==> config.mk <==
export PLATFORM = sky130hd
export DESIGN_NAME = pipeline_stall_controller
export DESIGN_NICKNAME = d
export VERILOG_FILES = /design/src/rtl/pipeline_stall_controller.sv
export SDC_FILE = /design/constraint.sdc
export NUM_CORES = 1
export LEC_CHECK = 0
export ABC_AREA = 1
export CELL_PAD_IN_SITES_DETAIL_PLACEMENT = 1
export CELL_PAD_IN_SITES_GLOBAL_PLACEMENT = 1
export CORE_MARGIN = 4
export CORE_UTILIZATION = 43
export DETAILED_ROUTE_END_ITERATION = 10
export DONT_BUFFER_PORTS = 1
export HOLD_SLACK_MARGIN = 0.06
export PLACE_DENSITY_LB_ADDON = 0.1
export SLEW_MARGIN = 20
export SYNTH_ARGS = -nofsm -noshare
export SYNTH_HDL_FRONTEND = slang
export SYNTH_SLANG_ARGS = --single-unit
==> constraint.sdc <==
create_clock -name clk -period 3.75 [get_ports clk]
set_input_delay 0.75 -clock clk [delete_from_list [all_inputs] [get_ports clk]]
set_output_delay 0.75 -clock clk [all_outputs]
set_load 0.005 [all_outputs]
==> src/rtl/pipeline_stall_controller.sv <==
// pipeline_stall_controller
// Central stall/flush sequencer for the 5-stage RV32 pipeline (F, D, E, M, W).
// Merges load-use, taken-branch, multi-cycle memory and multi-cycle MUL/DIV
// requests into one prioritised set of StallX/FlushX controls. An FSM holds
// the pipeline across multi-cycle waits; a watchdog forces release of a stuck
// memory access and raises a sticky TimeoutErr.
// Optional feature macro: STALL_PERF_CNT_EN adds the StallCycles/FlushEvents
// saturating performance counters.
module pipeline_stall_controller #(
  parameter int MEM_TIMEOUT = 255,
  parameter int TO_W        = 8,
  parameter int PERF_W      = 32
) (
  input  logic              clk,
  input  logic              reset,
  input  logic              LoadUseHazD,
  input  logic              BranchTakenE,
  input  logic              MemReqM,
  input  logic              MemReadyM,
  input  logic              MduStartE,
  input  logic              MduDoneE,
  output logic              StallF,
  output logic              StallD,
  output logic              StallE,
  output logic              StallM,
  output logic              FlushD,
  output logic              FlushE,
  output logic              FlushM,
  output logic              FlushW,
  output logic [1:0]        CtrlState,
`ifdef STALL_PERF_CNT_EN
  output logic [PERF_W-1:0] StallCycles,
  output logic [PERF_W-1:0] FlushEvents,
`endif
  output logic              TimeoutErr
);

  typedef enum logic [1:0] {
    ST_RUN      = 2'b00,
    ST_MEM_WAIT = 2'b01,
    ST_MDU_WAIT = 2'b10
  } state_e;

  // Reject configurations the watchdog cannot represent.
  if (MEM_TIMEOUT < 1 || MEM_TIMEOUT > (2 ** TO_W) - 1 || PERF_W < 1) begin : g_bad_param
    $error("pipeline_stall_controller: illegal MEM_TIMEOUT/TO_W/PERF_W combination");
  end

  localparam logic [TO_W-1:0] TO_LIMIT = TO_W'(MEM_TIMEOUT);
  localparam logic [TO_W-1:0] TO_ONE   = {{(TO_W-1){1'b0}}, 1'b1};
  localparam logic [TO_W-1:0] TO_ZERO  = {TO_W{1'b0}};

  state_e          state_q, state_d;
  logic [TO_W-1:0] to_cnt_q, to_cnt_d;
  logic            terr_q, terr_d;

  logic stall_f_s, stall_d_s, stall_e_s, stall_m_s;
  logic flush_d_s, flush_e_s, flush_m_s, flush_w_s;

  // Next-state, watchdog and raw control decode from state plus hazard inputs.
  always_comb begin
    state_d   = state_q;
    to_cnt_d  = to_cnt_q;
    terr_d    = terr_q;
    stall_f_s = 1'b0;
    stall_d_s = 1'b0;
    stall_e_s = 1'b0;
    stall_m_s = 1'b0;
    flush_d_s = 1'b0;
    flush_e_s = 1'b0;
    flush_m_s = 1'b0;
    flush_w_s = 1'b0;
    case (state_q)
      ST_RUN: begin
        to_cnt_d = TO_ZERO;
        if (MemReqM && !MemReadyM) begin
          // Freeze F..M, let W drain with a bubble while memory is busy.
          stall_f_s = 1'b1;
          stall_d_s = 1'b1;
          stall_e_s = 1'b1;
          stall_m_s = 1'b1;
          flush_w_s = 1'b1;
          state_d   = ST_MEM_WAIT;
          to_cnt_d  = TO_ONE;
        end else if (MduStartE && !MduDoneE) begin
          // Freeze F..E, push bubbles into M while the MDU iterates.
          stall_f_s = 1'b1;
          stall_d_s = 1'b1;
          stall_e_s = 1'b1;
          flush_m_s = 1'b1;
          state_d   = ST_MDU_WAIT;
        end else if (BranchTakenE) begin
          // Wrong-path instructions in D and E are squashed; any load-use
          // hazard they raise is irrelevant.
          flush_d_s = 1'b1;
          flush_e_s = 1'b1;
        end else if (LoadUseHazD) begin
          stall_f_s = 1'b1;
          stall_d_s = 1'b1;
          flush_e_s = 1'b1;
        end else begin
          state_d = ST_RUN;
        end
      end
      ST_MEM_WAIT: begin
        if (MemReadyM) begin
          state_d  = ST_RUN;
          to_cnt_d = TO_ZERO;
        end else if (to_cnt_q >= TO_LIMIT) begin
          // Watchdog: give up on the access so the core cannot hang forever.
          terr_d   = 1'b1;
          state_d  = ST_RUN;
          to_cnt_d = TO_ZERO;
        end else begin
          stall_f_s = 1'b1;
          stall_d_s = 1'b1;
          stall_e_s = 1'b1;
          stall_m_s = 1'b1;
          flush_w_s = 1'b1;
          if (to_cnt_q != {TO_W{1'b1}}) begin
            to_cnt_d = to_cnt_q + TO_ONE;
          end else begin
            to_cnt_d = to_cnt_q;
          end
        end
      end
      ST_MDU_WAIT: begin
        if (MduDoneE) begin
          state_d = ST_RUN;
        end else begin
          stall_f_s = 1'b1;
          stall_d_s = 1'b1;
          stall_e_s = 1'b1;
          flush_m_s = 1'b1;
        end
      end
      default: begin
        state_d  = ST_RUN;
        to_cnt_d = TO_ZERO;
      end
    endcase
  end

  // State, watchdog counter and sticky error registers.
  always_ff @(posedge clk) begin
    if (reset) begin
      state_q  <= ST_RUN;
      to_cnt_q <= TO_ZERO;
      terr_q   <= 1'b0;
    end else begin
      state_q  <= state_d;
      to_cnt_q <= to_cnt_d;
      terr_q   <= terr_d;
    end
  end

  // Controls are forced quiet while reset is held, even if state is stale.
  always_comb begin
    StallF    = stall_f_s & ~reset;
    StallD    = stall_d_s & ~reset;
    StallE    = stall_e_s & ~reset;
    StallM    = stall_m_s & ~reset;
    FlushD    = flush_d_s & ~reset;
    FlushE    = flush_e_s & ~reset;
    FlushM    = flush_m_s & ~reset;
    FlushW    = flush_w_s & ~reset;
    CtrlState = reset ? 2'b00 : state_q;
  end

  assign TimeoutErr = terr_q;

`ifdef STALL_PERF_CNT_EN
  logic [PERF_W-1:0] stall_cyc_q, stall_cyc_d;
  logic [PERF_W-1:0] flush_ev_q, flush_ev_d;

  // Saturating counters of fetch-stall cycles and decode-flush cycles.
  always_comb begin
    stall_cyc_d = stall_cyc_q;
    flush_ev_d  = flush_ev_q;
    if (StallF && (stall_cyc_q != {PERF_W{1'b1}})) begin
      stall_cyc_d = stall_cyc_q + {{(PERF_W-1){1'b0}}, 1'b1};
    end else begin
      stall_cyc_d = stall_cyc_q;
    end
    if (FlushD && (flush_ev_q != {PERF_W{1'b1}})) begin
      flush_ev_d = flush_ev_q + {{(PERF_W-1){1'b0}}, 1'b1};
    end else begin
      flush_ev_d = flush_ev_q;
    end
  end

  // Performance counter registers.
  always_ff @(posedge clk) begin
    if (reset) begin
      stall_cyc_q <= {PERF_W{1'b0}};
      flush_ev_q  <= {PERF_W{1'b0}};
    end else begin
      stall_cyc_q <= stall_cyc_d;
      flush_ev_q  <= flush_ev_d;
    end
  end

  assign StallCycles = stall_cyc_q;
  assign FlushEvents = flush_ev_q;
`endif

endmodule

==> impl_metrics.py <==
metrics = {
    "status": {
        "status": "finished clean",
    },
    "hold_path": {
        "hold_end": "to_cnt_q[1]",
        "hold_depth": 2,
        "hold_class": "reg -> reg",
        "holdCritStartpoint": "to_cnt_q[1]",
    },
    "run": {
        "drv_cap": 0,
    },
    "worst_setup_path": {
        "worstSetupStartpointType": "register",
        "r2r_slack_ns": 2.51,
        "cp.required_ns": 3.00,
        "end_kind": "output pin",
        "r2r-start": "to_cnt_q[0]",
        "crit_arrival_ns": 1.51,
        "crit_fanout": 9,
        "crit_type": "reg -> out",
        "regToRegEndpoint": "to_cnt_q[6]",
        "worst-r2r-cell-count": 6,
    },
    "global_routing": {
        "gr-usage-met2_pct": 26.09,
        "grt_use_met1_pct": 23.55,
        "antenna_found_initial": 0,
        "grt.busiest_layer": "met2",
        "grt_use_total_pct": 16.96,
        "grt_pass1_vias": 706,
        "grt_max_degree": 14,
        "grt_pass1_wl_um": 3249,
        "grt_remaining_overflow": 0,
        "grt_util_met3_pct": 3.374,
    },
    "clock_tree": {
        "cts_post_setup_buffers_inserted": 0,
        "cts-htree-levels": 1,
        "cts_hold_buf": 0,
        "clock_latency_ns": 0.27,
        "clock-root-buffer": "clkbuf_4",
        "post_cts_resized": 0,
        "numCtsBuffers": 3,
        "cts_tree": "built",
        "clk_pin_slew_ns": 0.07,
        "cts_buffer_depth": 2,
        "clock_sinks": 11,
    },
    "logic_synthesis": {
        "synthesis.nets": 128,
        "netlist_area_um2": 713.2,
        "synth.distinct_cells": 19,
        "synth.avg_cell_area_um2": 5.993,
        "synthCells": 119,
        "synth_top_area_cell": "dfxtp_1",
        "synth.area.top_cells": "dfxtp_1 (31%), nand2_1 (21%), inv_1 (8.4%), a21oi_1 (7.7%), nand3_1 (7.7%)",
        "ys_ff_latch": 11,
        "synth_top_area_share_pct": 30.88,
        "synth_warnings": 0,
        "yosysSeqAreaShare_pct": 30.88,
    },
    "detailed_routing": {
        "vias": 736,
        "routedWlPerCell_um": 13.53,
        "vias_per_cell": 5.452,
        "firstDrtPassIters": 2,
        "wirelength_um": 1827,
        "ant_nets": 0,
        "drt_iter0_markers": 3,
        "drcViolationCount": 0,
    },
    "floorplanning": {
        "start_util_pct": 46.27,
        "die-width_um": 48.73,
        "core_area_um2": 1541,
        "pin_count": 19,
        "num_rows": 14,
        "die_h_um": 48.73,
        "die-area_um2": 2374,
    },
    "power": {
        "p_leak_nw": 0.3112,
        "irDropWorstVdd_mv": 0.1570,
        "power_density_nw_per_um2": 316.0,
    },
    "sta": {
        "slew_violations": 0,
        "fin_skew_ns": 0.0006369,
        "hold_viol_final": 0,
        "slew_headroom_pct": 76.19,
        "finalSetupTns_ns": 0,
        "tightestPinTransition_ns": 0.3558,
        "rsz0062_at_grt": "false",
        "fin_hold_ws_ns": 0.4833,
        "fmax_ghz": 0.4424,
        "setup_viol": 0,
        "fin_crit_ns": 2.261,
        "timing.final.crit_share_pct": 60.28,
    },
    "layout": {
        "num_antenna_cells": 0,
        "fin_nets": 129,
        "area_delta_synth_final_pct": 3.158,
        "fin_util_pct": 47.73,
        "drive_gt1_share_pct": 6.723,
    },
    "placement": {
        "hpwl_um": 1410,
        "io_buffers": 0,
        "gp_congestion": 0.7578,
    },
}
[worst max-delay path by stage]
stage | startpoint | end | slack [ns] | depth (start not counted)
2_1_floorplan | MemReadyM | StallM | 1.54 | 4
4_1_cts | state_q[1] | StallF | 1.48 | 6
6_report | state_q[1] | StallF | 1.49 | 6
3_5_place_dp | MemReadyM | StallF | 1.54 | 5
5_1_grt | state_q[1] | StallD | 1.30 | 6
3_3_place_gp | MemReadyM | FlushW | 1.57 | 3
[registers in the layout (all words and copies together), names as in the netlist]
register	flops
TimeoutErr	1
state_q	2
to_cnt_q	8
[metal layers]
metal	vias up	routed length, µm
met5	-	0
met4	0	0
met3	0	83
met2	16	841
met1	345	902
li1	375	-
[metrics by stage]
stage	cell area (µm²)	setup WS (ns)	cells	power, mW
after floorplan	713.2	1.540	119	0.1496
after global routing	735.7	1.302	135	0.2493
after detailed placement	709.4	1.541	131	0.1524
after global placement	709.4	1.565	131	0.1520
final	735.7	1.489	135	0.2325
after CTS	735.7	1.475	135	0.2354
[report_power, final]
part | internal, mW | total (mW) | switching, mW | leakage, nW
sequential | 0.119 | 0.121 | 0.00268 | 0.0890
clock | 0.0411 | 0.0827 | 0.0416 | 0.0150
combinational | 0.00854 | 0.0284 | 0.0199 | 0.207
[critical path: stages (launching register included)]
cell and delay, ns:
dfxtp_1 0.45, inv_1 0.14, nor2_4 0.23, nand2_1 0.15, nand3_1 0.12, nand2_1 0.05
inv_1 0.10
[synthesized netlist by cell type]
cell      number
nand2_1       40
inv_1         16
a21oi_1       11
dfxtp_1       11
nand3_1       11
nor2_1        11
nand4_1        4
buf_4          2
nor3_1         2
o21ai_0        2
a31oi_1        1
buf_2          1
clkbuf_1       1
ha_1           1
inv_2          1
nand2_2        1
nor2_4         1
nor3_4         1
or2_2          1
[cells in the final DEF (no fill, tap or decap)]
master / instances
a31oi_1: 1
nand4_1: 4
nand2_1: 40
nand2_2: 1
or2_2: 1
dfxtp_1: 11
nor3_1: 2
nor2_4: 1
clkbuf_4: 3
nor2_1: 11
inv_2: 1
inv_1: 16
a21oi_1: 11
nand3_1: 11
o21ai_0: 2
clkbuf_1: 1
ha_1: 1
nor3_4: 1
[final cells by class]
class / count / area [µm²]
clock buffer: 4 / 26.28
fill: 237 / 805.8
inverter: 17 / 63.81
multi-input combinational: 87 / 405.4
sequential: 11 / 220.2
tap: 16 / 20.02
[cell families (layout without fill, tap and decap cells)]
group / Yosys count / in the layout / share of synthesized area, %
compound gates: 14 / 14 / 10.00
simple gates: 72 / 72 / 45.09
fa+ha+maj: 1 / 1 / 1.754
buf+inv: 21 / 21 / 12.28
flops: 11 / 11 / 30.88
Power figures use the tool's default switching activity.
